--- config.mk ---
export PLATFORM = sky130hd
export DESIGN_NAME = interboard_link_flat
export DESIGN_NICKNAME = d
export VERILOG_FILES = /design/src/rtl/interboard_link_if.sv /design/src/rtl/interboard_link.sv /design/src/flat_wrapper.sv
export SDC_FILE = /design/constraint.sdc
export NUM_CORES = 1
export LEC_CHECK = 0
export CAP_MARGIN = 15
export CORE_UTILIZATION = 55
export CTS_BUF_LIST = sky130_fd_sc_hd__clkbuf_4 sky130_fd_sc_hd__clkbuf_8
export CTS_CLUSTER_DIAMETER = 120
export DETAILED_ROUTE_END_ITERATION = 8
export PLACE_DENSITY = 0.76
export SYNTH_ARGS = -nofsm -noshare
export SYNTH_HDL_FRONTEND = slang
export SYNTH_SLANG_ARGS = --single-unit
--- constraint.sdc ---
create_clock -name clk -period 3.6 [get_ports clk]
set_input_delay 0.72 -clock clk [delete_from_list [all_inputs] [get_ports clk]]
set_output_delay 0.72 -clock clk [all_outputs]
set_load 0.05 [all_outputs]
--- src/rtl/interboard_link_if.sv ---
// ---------------------------------------------------------------------------
// interboard_link_if
//   Board-to-board pin bundle of the inter-board link: one request/ack/data
//   set per direction.
//   master : the transceiver's view (drives Request_out, inter_data_out,
//            Ack_out; observes Request_in, inter_data_in, Ack_in)
//   slave  : the peer board's view of the same pins
// Parameters: LINK_W - physical data bus width
// ---------------------------------------------------------------------------
interface interboard_link_if #(
  parameter int LINK_W = 6
);
  logic              Request_out;
  logic [LINK_W-1:0] inter_data_out;
  logic              Ack_out;
  logic              Request_in;
  logic [LINK_W-1:0] inter_data_in;
  logic              Ack_in;

  modport master (
    output Request_out, inter_data_out, Ack_out,
    input  Request_in, inter_data_in, Ack_in
  );

  modport slave (
    input  Request_out, inter_data_out, Ack_out,
    output Request_in, inter_data_in, Ack_in
  );
endinterface

--- src/rtl/interboard_link.sv ---
// ---------------------------------------------------------------------------
// interboard_link
//   Full-duplex inter-board transceiver. Sends one {msg_type, number} message
//   per transfer as BEATS LINK_W-bit beats (LSB beat first) over a 4-phase
//   Request/Ack handshake, and receives the same format from the peer.
//   Includes a TX message FIFO, input synchronisers, a TX abort timeout, an
//   RX partial-message resync and a decoded remote-reset pulse.
// Ports:
//   clk, rst (sync, active-low)
//   tx_en/tx_msg_type/tx_number : message push from the game controller
//   tx_ready  : FIFO not full       tx_idle : FIFO empty and TX idle
//   tx_timeout: pulse on message abort
//   link      : board pins (Request/Ack/data in both directions)
//   rx_en/rx_msg_type/rx_number/rx_rst : received message and its strobes
// ---------------------------------------------------------------------------
module interboard_link #(
  parameter int MSG_W       = 3,
  parameter int NUM_W       = 5,
  parameter int LINK_W      = 6,
  parameter int FIFO_DEPTH  = 4,
  parameter int SYNC_STAGES = 2,
  parameter int TIMEOUT     = 65535,
  parameter int RST_TYPE    = 0
) (
  input  logic             clk,
  input  logic             rst,
  input  logic             tx_en,
  input  logic [MSG_W-1:0] tx_msg_type,
  input  logic [NUM_W-1:0] tx_number,
  output logic             tx_ready,
  output logic             tx_idle,
  output logic             tx_timeout,
  interboard_link_if.master link,
  output logic             rx_en,
  output logic [MSG_W-1:0] rx_msg_type,
  output logic [NUM_W-1:0] rx_number,
  output logic             rx_rst
);
  localparam int PAY_W  = MSG_W + NUM_W;
  localparam int BEATS  = (PAY_W + LINK_W - 1) / LINK_W;
  localparam int PAD_W  = BEATS * LINK_W;
  localparam int PTR_W  = $clog2(FIFO_DEPTH);
  localparam int BEAT_W = (BEATS > 1) ? $clog2(BEATS) : 1;
  localparam int CNT_W  = $clog2(TIMEOUT + 1);
  localparam logic [BEAT_W-1:0] LAST_BEAT = BEAT_W'(BEATS - 1);
  localparam logic [BEAT_W-1:0] BEAT_ONE  = BEAT_W'(1);
  localparam logic [CNT_W-1:0]  CNT_LAST  = CNT_W'(TIMEOUT - 1);
  localparam logic [CNT_W-1:0]  CNT_ONE   = CNT_W'(1);
  localparam logic [PTR_W:0]    PTR_ONE   = (PTR_W+1)'(1);

  // ---------------- input synchronisers ----------------
  logic [SYNC_STAGES-1:0] r_req_sync, r_ack_sync;
  logic w_req_s, w_ack_s;

  always_ff @(posedge clk) begin
    if (!rst) begin
      r_req_sync <= '0;
      r_ack_sync <= '0;
    end else begin
      r_req_sync <= {r_req_sync[SYNC_STAGES-2:0], link.Request_in};
      r_ack_sync <= {r_ack_sync[SYNC_STAGES-2:0], link.Ack_in};
    end
  end
  assign w_req_s = r_req_sync[SYNC_STAGES-1];
  assign w_ack_s = r_ack_sync[SYNC_STAGES-1];

  // ---------------- TX message FIFO ----------------
  // Pointers carry one extra wrap bit so full and empty are distinguishable.
  logic [PAY_W-1:0] r_fifo_mem [FIFO_DEPTH];
  logic [PTR_W:0]   r_wr_ptr, r_rd_ptr;
  logic             w_full, w_empty, w_push, w_pop;
  logic [PAY_W-1:0] w_fifo_head;
  logic [PAD_W-1:0] w_head_pad;

  typedef enum logic [2:0] {T_IDLE, T_SETUP, T_REQ, T_REL, T_DRAIN} tx_state_t;
  tx_state_t r_tx_state;

  assign w_empty = (r_wr_ptr == r_rd_ptr);
  assign w_full  = (r_wr_ptr[PTR_W] != r_rd_ptr[PTR_W]) &&
                   (r_wr_ptr[PTR_W-1:0] == r_rd_ptr[PTR_W-1:0]);
  // Push is gated by the registered full flag only: a same-cycle pop never
  // frees a slot for a push.
  assign w_push  = tx_en && !w_full;
  assign w_pop   = (r_tx_state == T_IDLE) && !w_empty;
  assign w_fifo_head = r_fifo_mem[r_rd_ptr[PTR_W-1:0]];

  always_comb begin
    w_head_pad = '0;
    w_head_pad[PAY_W-1:0] = w_fifo_head;
  end

  always_ff @(posedge clk) begin
    if (w_push) r_fifo_mem[r_wr_ptr[PTR_W-1:0]] <= {tx_msg_type, tx_number};
  end

  always_ff @(posedge clk) begin
    if (!rst) begin
      r_wr_ptr <= '0;
      r_rd_ptr <= '0;
    end else begin
      if (w_push) r_wr_ptr <= r_wr_ptr + PTR_ONE;
      if (w_pop)  r_rd_ptr <= r_rd_ptr + PTR_ONE;
    end
  end

  assign tx_ready = !w_full;
  assign tx_idle  = w_empty && (r_tx_state == T_IDLE);

  // ---------------- TX FSM ----------------
  logic [PAD_W-1:0]  r_tx_shift;   // beats still to send, next one in the LSBs
  logic [LINK_W-1:0] r_data_out;
  logic              r_req_out, r_tx_timeout;
  logic [BEAT_W-1:0] r_beat;
  logic [CNT_W-1:0]  r_tx_cnt;

  always_ff @(posedge clk) begin
    if (!rst) begin
      r_tx_state   <= T_IDLE;
      r_tx_shift   <= '0;
      r_data_out   <= '0;
      r_req_out    <= 1'b0;
      r_beat       <= '0;
      r_tx_cnt     <= '0;
      r_tx_timeout <= 1'b0;
    end else begin
      r_tx_timeout <= 1'b0;
      r_tx_cnt     <= r_tx_cnt + CNT_ONE;   // overridden with 0 on every state change
      case (r_tx_state)
        T_IDLE: begin
          r_tx_cnt <= '0;
          if (!w_empty) begin
            r_data_out <= w_head_pad[LINK_W-1:0];
            r_tx_shift <= w_head_pad >> LINK_W;
            r_beat     <= '0;
            r_tx_state <= T_SETUP;
          end
        end
        T_SETUP: begin
          r_tx_cnt   <= '0;
          r_req_out  <= 1'b1;
          r_tx_state <= T_REQ;
        end
        T_REQ: begin
          if (w_ack_s) begin
            r_tx_cnt   <= '0;
            r_req_out  <= 1'b0;
            r_tx_state <= T_REL;
          end else if (r_tx_cnt == CNT_LAST) begin
            r_tx_cnt     <= '0;
            r_req_out    <= 1'b0;
            r_tx_timeout <= 1'b1;
            r_tx_state   <= T_DRAIN;
          end
        end
        T_REL: begin
          if (!w_ack_s) begin
            r_tx_cnt <= '0;
            if (r_beat == LAST_BEAT) begin
              r_tx_state <= T_IDLE;
            end else begin
              r_beat     <= r_beat + BEAT_ONE;
              r_data_out <= r_tx_shift[LINK_W-1:0];
              r_tx_shift <= r_tx_shift >> LINK_W;
              r_tx_state <= T_SETUP;
            end
          end else if (r_tx_cnt == CNT_LAST) begin
            r_tx_cnt     <= '0;
            r_tx_timeout <= 1'b1;
            r_tx_state   <= T_DRAIN;
          end
        end
        T_DRAIN: begin
          // Wait for the peer to drop its ack before reusing the link.
          r_tx_cnt <= '0;
          if (!w_ack_s) r_tx_state <= T_IDLE;
        end
        default: begin
          r_tx_cnt   <= '0;
          r_req_out  <= 1'b0;
          r_tx_state <= T_IDLE;
        end
      endcase
    end
  end

  assign link.Request_out    = r_req_out;
  assign link.inter_data_out = r_data_out;
  assign tx_timeout          = r_tx_timeout;

  // ---------------- RX FSM ----------------
  typedef enum logic {R_WAIT, R_ACK} rx_state_t;
  rx_state_t         r_rx_state;
  logic [BEAT_W-1:0] r_rbeat;
  logic [CNT_W-1:0]  r_rx_cnt;
  logic              r_ack_out, r_rx_done, r_rx_en, r_rx_rst;
  logic [MSG_W-1:0]  r_rx_type;
  logic [NUM_W-1:0]  r_rx_num;
  logic              w_rx_capture;
  logic [PAY_W-1:0]  w_rx_payload;

  // Data is sampled raw: it has been stable since the sender's setup cycle.
  assign w_rx_capture = (r_rx_state == R_WAIT) && w_req_s;

  // One capture register per beat; the last one keeps only payload bits.
  genvar gi;
  generate
    for (gi = 0; gi < BEATS; gi++) begin : g_rx_slot
      localparam int LO = gi * LINK_W;
      localparam int SW = ((PAY_W - LO) < LINK_W) ? (PAY_W - LO) : LINK_W;
      logic [SW-1:0] r_slot;
      always_ff @(posedge clk) begin
        if (!rst) r_slot <= '0;
        else if (w_rx_capture && (r_rbeat == BEAT_W'(gi)))
          r_slot <= link.inter_data_in[SW-1:0];
      end
      assign w_rx_payload[LO +: SW] = r_slot;
    end
  endgenerate

  always_ff @(posedge clk) begin
    if (!rst) begin
      r_rx_state <= R_WAIT;
      r_rbeat    <= '0;
      r_rx_cnt   <= '0;
      r_ack_out  <= 1'b0;
      r_rx_done  <= 1'b0;
      r_rx_en    <= 1'b0;
      r_rx_rst   <= 1'b0;
      r_rx_type  <= '0;
      r_rx_num   <= '0;
    end else begin
      // Message is published one cycle after the final Ack_out fall.
      r_rx_done <= 1'b0;
      r_rx_en   <= r_rx_done;
      r_rx_rst  <= r_rx_done &&
                   (w_rx_payload[PAY_W-1 -: MSG_W] == MSG_W'(RST_TYPE));
      if (r_rx_done) begin
        r_rx_type <= w_rx_payload[PAY_W-1 -: MSG_W];
        r_rx_num  <= w_rx_payload[NUM_W-1:0];
      end
      case (r_rx_state)
        R_WAIT: begin
          if (w_req_s) begin
            r_rx_cnt   <= '0;
            r_ack_out  <= 1'b1;
            r_rx_state <= R_ACK;
          end else if (r_rbeat != '0) begin
            // Peer went quiet mid-message: drop the partial message.
            if (r_rx_cnt == CNT_LAST) begin
              r_rbeat  <= '0;
              r_rx_cnt <= '0;
            end else begin
              r_rx_cnt <= r_rx_cnt + CNT_ONE;
            end
          end else begin
            r_rx_cnt <= '0;
          end
        end
        R_ACK: begin
          r_rx_cnt <= '0;
          if (!w_req_s) begin
            r_ack_out  <= 1'b0;
            r_rx_state <= R_WAIT;
            if (r_rbeat == LAST_BEAT) begin
              r_rbeat   <= '0;
              r_rx_done <= 1'b1;
            end else begin
              r_rbeat <= r_rbeat + BEAT_ONE;
            end
          end
        end
        default: begin
          r_ack_out  <= 1'b0;
          r_rx_state <= R_WAIT;
        end
      endcase
    end
  end

  assign link.Ack_out = r_ack_out;
  assign rx_en        = r_rx_en;
  assign rx_rst       = r_rx_rst;
  assign rx_msg_type  = r_rx_type;
  assign rx_number    = r_rx_num;

endmodule
--- src/flat_wrapper.sv ---
// flat-port wrapper written by rule: the top's interface ports become plain ports
module interboard_link_flat 
#(
  parameter int MSG_W       = 3,
  parameter int NUM_W       = 5,
  parameter int LINK_W      = 6,
  parameter int FIFO_DEPTH  = 4,
  parameter int SYNC_STAGES = 2,
  parameter int TIMEOUT     = 65535,
  parameter int RST_TYPE    = 0
)
  (clk, rst, tx_en, tx_msg_type, tx_number, tx_ready, tx_idle, tx_timeout, rx_en, rx_msg_type, rx_number, rx_rst, link_Request_out, link_inter_data_out, link_Ack_out, link_Request_in, link_inter_data_in, link_Ack_in);
  interboard_link_if #(.LINK_W(LINK_W)) link_i ();
  input  logic clk;
  input  logic rst;
  input  logic tx_en;
  input  logic [MSG_W-1:0] tx_msg_type;
  input  logic [NUM_W-1:0] tx_number;
  output logic tx_ready;
  output logic tx_idle;
  output logic tx_timeout;
  output logic rx_en;
  output logic [MSG_W-1:0] rx_msg_type;
  output logic [NUM_W-1:0] rx_number;
  output logic rx_rst;
  output wire logic [$bits(link_i.Request_out)-1:0] link_Request_out;
  output wire logic [$bits(link_i.inter_data_out)-1:0] link_inter_data_out;
  output wire logic [$bits(link_i.Ack_out)-1:0] link_Ack_out;
  input wire logic [$bits(link_i.Request_in)-1:0] link_Request_in;
  input wire logic [$bits(link_i.inter_data_in)-1:0] link_inter_data_in;
  input wire logic [$bits(link_i.Ack_in)-1:0] link_Ack_in;
  assign link_Request_out = link_i.Request_out;
  assign link_inter_data_out = link_i.inter_data_out;
  assign link_Ack_out = link_i.Ack_out;
  assign link_i.Request_in = link_Request_in;
  assign link_i.inter_data_in = link_inter_data_in;
  assign link_i.Ack_in = link_Ack_in;
  interboard_link #(.MSG_W(MSG_W), .NUM_W(NUM_W), .LINK_W(LINK_W), .FIFO_DEPTH(FIFO_DEPTH), .SYNC_STAGES(SYNC_STAGES), .TIMEOUT(TIMEOUT), .RST_TYPE(RST_TYPE)) u_core (.clk(clk), .rst(rst), .tx_en(tx_en), .tx_msg_type(tx_msg_type), .tx_number(tx_number), .tx_ready(tx_ready), .tx_idle(tx_idle), .tx_timeout(tx_timeout), .link(link_i), .rx_en(rx_en), .rx_msg_type(rx_msg_type), .rx_number(rx_number), .rx_rst(rx_rst));
endmodule
==> run_results.csv, run 1 <==
group,metric,value,unit
die,dieArea,0.00879,mm2
grt,grt_max_degree,34,
power_and_ir_drop,p_per_area,560,mW/mm2
placed_design,port_buffers,39,
timing,clock_skew,20.2,ps
clock_network,clk_pin_slew,110,ps
setup_path,r2r_slack,1500,ps
die,fp.dieW,93.8,um
die,io_pins,40,
detailed_routing,ant_nets,0,
detailed_routing,drc,0,
synth,yosysWarnings,0,
finish,nNetsFinal,481,
setup_path,reg2reg_to,"u_core.r_fifo_mem[1][5]",
outcome,status,"finished, final reports clean",
timing,hold_ws,442,ps
clock_network,clock_path_buffers,2,
setup_path,path_cells,"xor2_1 > nor2_1 > nand2_1 > clkdlybuf4s50_1",
synth,synth-seq-cells,112,
timing,slew_headroom,45.2,%
setup_path,endpoint,"tx_ready",
synth,synth_top_area_cell,"dfxtp_1",
grt,grt_use_met1,25.7,%
setup_path,cp-end-kind,"primary output",
worst_hold_path,holdCritPathClass,"reg2reg",
grt,grt_busiest_layer,"met2",
die,core,0.00818,mm2
synth,synth_top_area_share,34.6,%
grt,antenna_found_initial,0,
detailed_routing,via_per_inst,5.44,
setup_path,r2r-start,"u_core.r_wr_ptr[0]",
grt,grt_first_pass_wirelength,13400,um
timing,finalCritPeriodShare,84.8,%
timing,fin_tns_setup,0,ps
clock_network,cts_buffers,9,
placed_design,place_congestion,0.838,
setup_path,reg2regPathDepth,4,
clock_network,htreeDepth,3,
grt,met3_usage,4.05,%
detailed_routing,wirelength,7950,um
setup_path,cpMaxStageDelayCell,"clkdlybuf4s50_1",
detailed_routing,drt-initial-drc-count,149,
timing,finalCriticalPeriod,3050,ps
run,maxCapViolations,0,
synth,yosysSeqAreaShare,55.3,%
synth,async_reset_ff_share,0,%
synth,syn_nets,444,
synth,synth_area_leaders,"dfxtp_1 (35%), edfxtp_1 (21%), xnor2_1 (4.4%)",
synth,synth-edff-count,32,
setup_path,worstPathArrival,2330,ps
clock_network,cts_root_buffer,"clkbuf_8",
finish,areaGrowthSynthToFinish,14.4,%
setup_path,critPathKind,"reg2out",
timing,max_freq,0.328,GHz
power_and_ir_drop,leakagePower,1.77,nW
timing,finalSetupViolations,0,
clock_network,cts_sinks,112,
die,rows,33,
timing,worst_slew_pin_slew,815,ps
grt,met2_usage,32.7,%
clock_network,cts_setup_buffers,0,
power_and_ir_drop,vdd_drop_max,0.437,mV
grt,grt_pass1_vias,2903,
synth,synth.distinct_cells,48,
finish,antennaDiodeCount,0,
clock_network,worstSkewPairLatency,370,ps
grt,grt_usage,19.7,%
timing,rsz0062_at_grt,"no",
finish,drive_gt1_share,6.80,%
die,die_h,93.8,um
setup_path,cp_data_required_time,2880,ps
setup_path,crit_fanout,6,
synth,syn_avg_cell_area,11.2,um2
clock_network,cts_tree,"built",
detailed_routing,first_pass_iters,4,
grt,grt_overflow_total,0,
setup_path,startpoint,"u_core.r_wr_ptr[0]",
clock_network,cts.hold.buffers_added,0,
timing,finalHoldViolCount,0,
setup_path,critical_path.max_stage_delay,800,ps
finish,fillers,631,
detailed_routing,wl_per_cell,14.2,um
timing,drv_slew,0,
clock_network,cts_resized,0,
synth,netlist_area,0.00463,mm2
placed_design,hpwlAfterDp,5520,um
synth,netlist_instances,414,
die,start_util,56.6,%
setup_path,cp-start-kind,"flip-flop",
synth,synthFlopType,"dfxtp_1",
detailed_routing,detailroute.via_count,3054,
## cells in the final DEF, fill, tap and decap left out, types with 10 or more instances in the layout
cell type	count
xor2_1	11
dfxtp_1	80
nor2b_1	20
clkdlybuf4s50_1	39
and2_1	16
mux2i_1	19
ha_1	11
xnor2_1	23
nand4_1	10
nand3_1	12
nand2_1	22
a21boi_1	10
inv_1	12
edfxtp_1	32
nor2_1	38
## metal layers
layer,up-vias,share of wire [%],wire [um]
li1,1530,-,-
met1,1453,48,3820
met2,63,47,3750
met3,8,3.5,277
met4,0,1.3,102
met5,-,0,0
## kinds of logic (layout without fill, tap and decap cells)
| kind of cell | Yosys count | after routing | share of synthesized area, % |
|---|---|---|---|
| AO/OA/AOI/OAI | 42 | 42 | 6.05 |
| XOR/XNOR | 34 | 34 | 6.43 |
| adder cells (fa/ha/maj) | 11 | 11 | 2.97 |
| buffers and inverters | 29 | 71 | 2.49 |
| flip-flops | 112 | 112 | 55.3 |
| multiplexers | 27 | 27 | 8.00 |
| AND/OR/NAND/NOR | 159 | 159 | 18.7 |
## layout make-up
type                       instances  area (um2)  area share, %
clock buffer                       9         124           2.34
inverter                          14        53.8           1.02
timing repair buffer              41         405           7.65
sequential                       112        2560           48.4
tap                              105         131           2.48
clock inverter                     7        66.3           1.25
multi-input combinational        273        1950           36.9
## power breakdown
group	leakage, nW	switching (mW)	internal, mW
clock network	0.0986	0.446	0.272
logic	0.732	0.448	0.297
registers	0.943	0.102	1.40
total	1.77	0.996	1.97
## how the worst min path moves through the flow
stage	startpoint	to	slack [ps]	cells after the start
after floorplan	u_core.r_ack_sync[0]	u_core.r_ack_sync[1]	410	1
after global routing	u_core.g_rx_slot[1].r_slot[1]	u_core.rx_rst	470	1
after detailed placement	u_core.r_ack_sync[0]	u_core.r_ack_sync[1]	440	1
after CTS	u_core.g_rx_slot[1].r_slot[1]	u_core.rx_rst	450	1
final	u_core.r_req_sync[0]	u_core.r_req_sync[1]	440	1
after global placement	u_core.r_req_sync[0]	u_core.r_req_sync[1]	420	1
## cell usage after synthesis, drive strengths merged (2+ instances only)
| master | instances |
|---|---|
| mux4 | 8 |
| nor2 | 38 |
| dfxtp | 80 |
| buf | 4 |
| inv | 13 |
| nand4 | 11 |
| xor2 | 11 |
| clkbuf | 11 |
| xnor2 | 23 |
| nand3 | 12 |
| nor4 | 8 |
| and2 | 16 |
| or4 | 3 |
| nor2b | 20 |
| edfxtp | 32 |
| o31ai | 4 |
| or3 | 3 |
| ha | 11 |
| and3 | 6 |
| nand2 | 22 |
| nor3 | 9 |
| a21boi | 12 |
| a21oi | 5 |
| nor3b | 2 |
| o21ai | 12 |
| and4 | 2 |
| mux2i | 19 |
| o31a | 2 |
| nand2b | 2 |
## metrics by stage
step                      power [mW]  utilization, %  area (um2)  setup slack [ps]  instances
after floorplan                 2.05               -        4630              1650        414
after global placement          2.25            62.5        5110              1080        545
after detailed placement        2.27            62.5        5110               991        545
after CTS                       2.99            64.8        5300               544        561
after global routing            3.11            64.8        5300               347        561
final                           2.97            64.8        5300               547        561
## flip-flops by register name (all words and copies together), names as in the netlist, 2 cells and up, named ones only
name	flops
u_core.r_wr_ptr	3
u_core.r_rx_cnt	16
u_core.r_req_sync	2
u_core.r_rd_ptr	3
u_core.r_ack_sync	2
u_core.link.inter_data_out	6
u_core.rx_number	5
u_core.r_fifo_mem	32
u_core.g_rx_slot.r_slot	8
u_core.r_tx_shift	2
u_core.r_tx_cnt	16
u_core.r_tx_state	3
u_core.rx_msg_type	3
## critical path: cells and delay by family, from the launching register on
kind	cells	cell delay, ps
buf+inv	1	800
xor+xnor	1	460
flops	1	450
simple gates	2	250
No activity file was read; power rests on OpenSTA's default activity.
==> inputs of run 2 (changes only) <==
clock period = 3 ns   (was 3.6 ns; I/O delays follow)
==> run 2 against run 1 <==
  * Sequential share of layout area about the same
  * Critical path depth unchanged
  * First-iteration DRC count fell by 36%
  * Critical path type unchanged
  * Critical endpoint is now tx_idle
  * Largest power group unchanged
==> run_results.csv, run 2 (same netlist as run 1, synthesis figures left out) <==
group,metric,value,unit
outcome,status,"finished, final reports clean",
die,dieArea,0.00879,mm2
timing,drv_slew,0,
setup_path,cp-start-kind,"flip-flop",
setup_path,reg2regPathDepth,4,
grt,grt_pass1_vias,2755,
clock_network,cts_setup_buffers,0,
die,rows,33,
clock_network,cts_buffers,9,
die,die_h,93.8,um
power_and_ir_drop,leakagePower,1.78,nW
finish,fin_area,0.00530,mm2
clock_network,cts_tree,"built",
timing,fin_tns_setup,0,ps
clock_network,cts_resized,0,
timing,finalHoldViolCount,0,
grt,grt_use_met1,25.4,%
setup_path,cpMaxStageDelayCell,"clkdlybuf4s50_1",
setup_path,cp_data_required_time,2400,ps
setup_path,r2r-start,"u_core.r_wr_ptr[0]",
placed_design,port_buffers,39,
power_and_ir_drop,p_comb_share,25.2,%
detailed_routing,drc,0,
clock_network,cts_sinks,112,
timing,final.setup.worst_slack,123,ps
timing,rsz0062_at_grt,"no",
finish,utilization,64.8,%
die,fp.dieW,93.8,um
detailed_routing,first_pass_iters,4,
placed_design,post-place-ws,555,ps
finish,drive_gt1_share,7.00,%
timing,finalSetupViolations,0,
grt,grt_max_degree,29,
finish,final_common_cell,"dfxtp_1",
grt,antenna_found_initial,0,
power_and_ir_drop,vdd_drop_max,0.618,mV
setup_path,crit_fanout,6,
detailed_routing,drt-initial-drc-count,96,
clock_network,clk_pin_slew,110,ps
timing,finalCritPeriodShare,95.9,%
detailed_routing,detailroute.via_count,3012,
grt,met2_usage,29.8,%
grt,met3_usage,5.18,%
detailed_routing,ant_nets,0,
grt,grt_usage,19.0,%
die,start_util,56.6,%
setup_path,r2r_slack,990,ps
clock_network,cts_root_buffer,"clkbuf_8",
finish,largest_register_ffs,32,
clock_network,worstSkewPairLatency,370,ps
setup_path,endpoint,"tx_idle",
timing,clock_skew,8.60,ps
finish,nNetsFinal,482,
timing,finalCriticalPeriod,2880,ps
setup_path,cp-end-kind,"primary output",
power_and_ir_drop,p_int,2.36,mW
die,io_pins,40,
power_and_ir_drop,p_per_area,665,mW/mm2
setup_path,path_cells,"xor2_1 > nor2_1 > and3_1 > clkdlybuf4s50_1",
power_and_ir_drop,swShare,33.1,%
finish,antennaDiodeCount,0,
setup_path,critPathKind,"reg2out",
power_and_ir_drop,p_seq_share,50.9,%
setup_path,critical_path.max_stage_delay,700,ps
placed_design,hpwlAfterDp,5540,um
clock_network,htreeDepth,3,
detailed_routing,wl_per_cell,13.9,um
clock_network,clock_path_buffers,2,
grt,grt_overflow_total,0,
setup_path,startpoint,"u_core.r_wr_ptr[0]",
power_and_ir_drop,p_sw,1.17,mW
detailed_routing,via_per_inst,5.36,
placed_design,place_congestion,0.849,
setup_path,worstPathArrival,2280,ps
finish,areaGrowthSynthToFinish,14.5,%
run,maxCapViolations,0,
power_and_ir_drop,clkPwrFrac,23.9,%
detailed_routing,wirelength,7810,um
placed_design,post_dp_cell_area,0.00511,mm2
die,core,0.00818,mm2
setup_path,reg2reg_to,"u_core.r_fifo_mem[2][5]",
timing,slew_headroom,41.6,%
finish,final_cell_mix,"dfxtp_1 (80), clkdlybuf4s50_1 (39), nor2_1 (38)",
worst_hold_path,min_path_cells,1,
grt,grt_busiest_layer,"met2",
grt,grt_first_pass_wirelength,12800,um
worst_hold_path,holdCritPathClass,"reg2reg",
timing,max_freq,0.348,GHz
clock_network,cts.hold.buffers_added,0,
timing,worst_slew_pin_slew,868,ps
timing,hold_ws,454,ps
run 2: power groups by stage:
stage	Combinational [mW]	Sequential, mW	Clock (mW)
after floorplan	0.543	1.92	0
after global placement	0.879	1.83	0
after detailed placement	0.889	1.84	0
after CTS	0.895	1.80	0.874
after global routing	0.968	1.82	0.924
final	0.888	1.80	0.842
run 2: layout make-up:
cell class	instances	area (um2)
Tap cell	105	131
Timing Repair Buffer	42	413
Sequential cell	112	2560
Clock buffer	9	124
Multi-Input combinational cell	273	1950
Fill cell	666	2880
Clock inverter	7	62.6
Inverter	14	53.8
run 2: layer usage:
layer	share of wire (%)	routed length (um)
met1	48	3730
met2	47	3630
met3	4.5	354
met4	1.2	94
met5	0	0
run 2: how the worst min path moves through the flow:
stage / to / start / slack (ps)
2_1_floorplan: u_core.r_ack_sync[1] / u_core.r_ack_sync[0] / 410
3_3_place_gp: u_core.r_ack_sync[1] / u_core.r_ack_sync[0] / 430
3_5_place_dp: u_core.r_req_sync[1] / u_core.r_req_sync[0] / 430
4_1_cts: u_core.r_ack_sync[1] / u_core.r_ack_sync[0] / 460
5_1_grt: u_core.r_ack_sync[1] / u_core.r_ack_sync[0] / 480
6_report: u_core.r_ack_sync[1] / u_core.r_ack_sync[0] / 450
run 2: per-stage QoR:
stage	total power [mW]	cells
final	3.53	562
after global routing	3.71	562
after CTS	3.57	562
after detailed placement	2.73	546
after global placement	2.71	546
after floorplan	2.46	414
run 2: worst max-delay path: cells and delay by family, from the launching register on:
kind	cells	cell delay, ps
AND/OR/NAND/NOR	2	330
buffers and inverters	1	700
XOR/XNOR	1	420
flip-flops	1	440
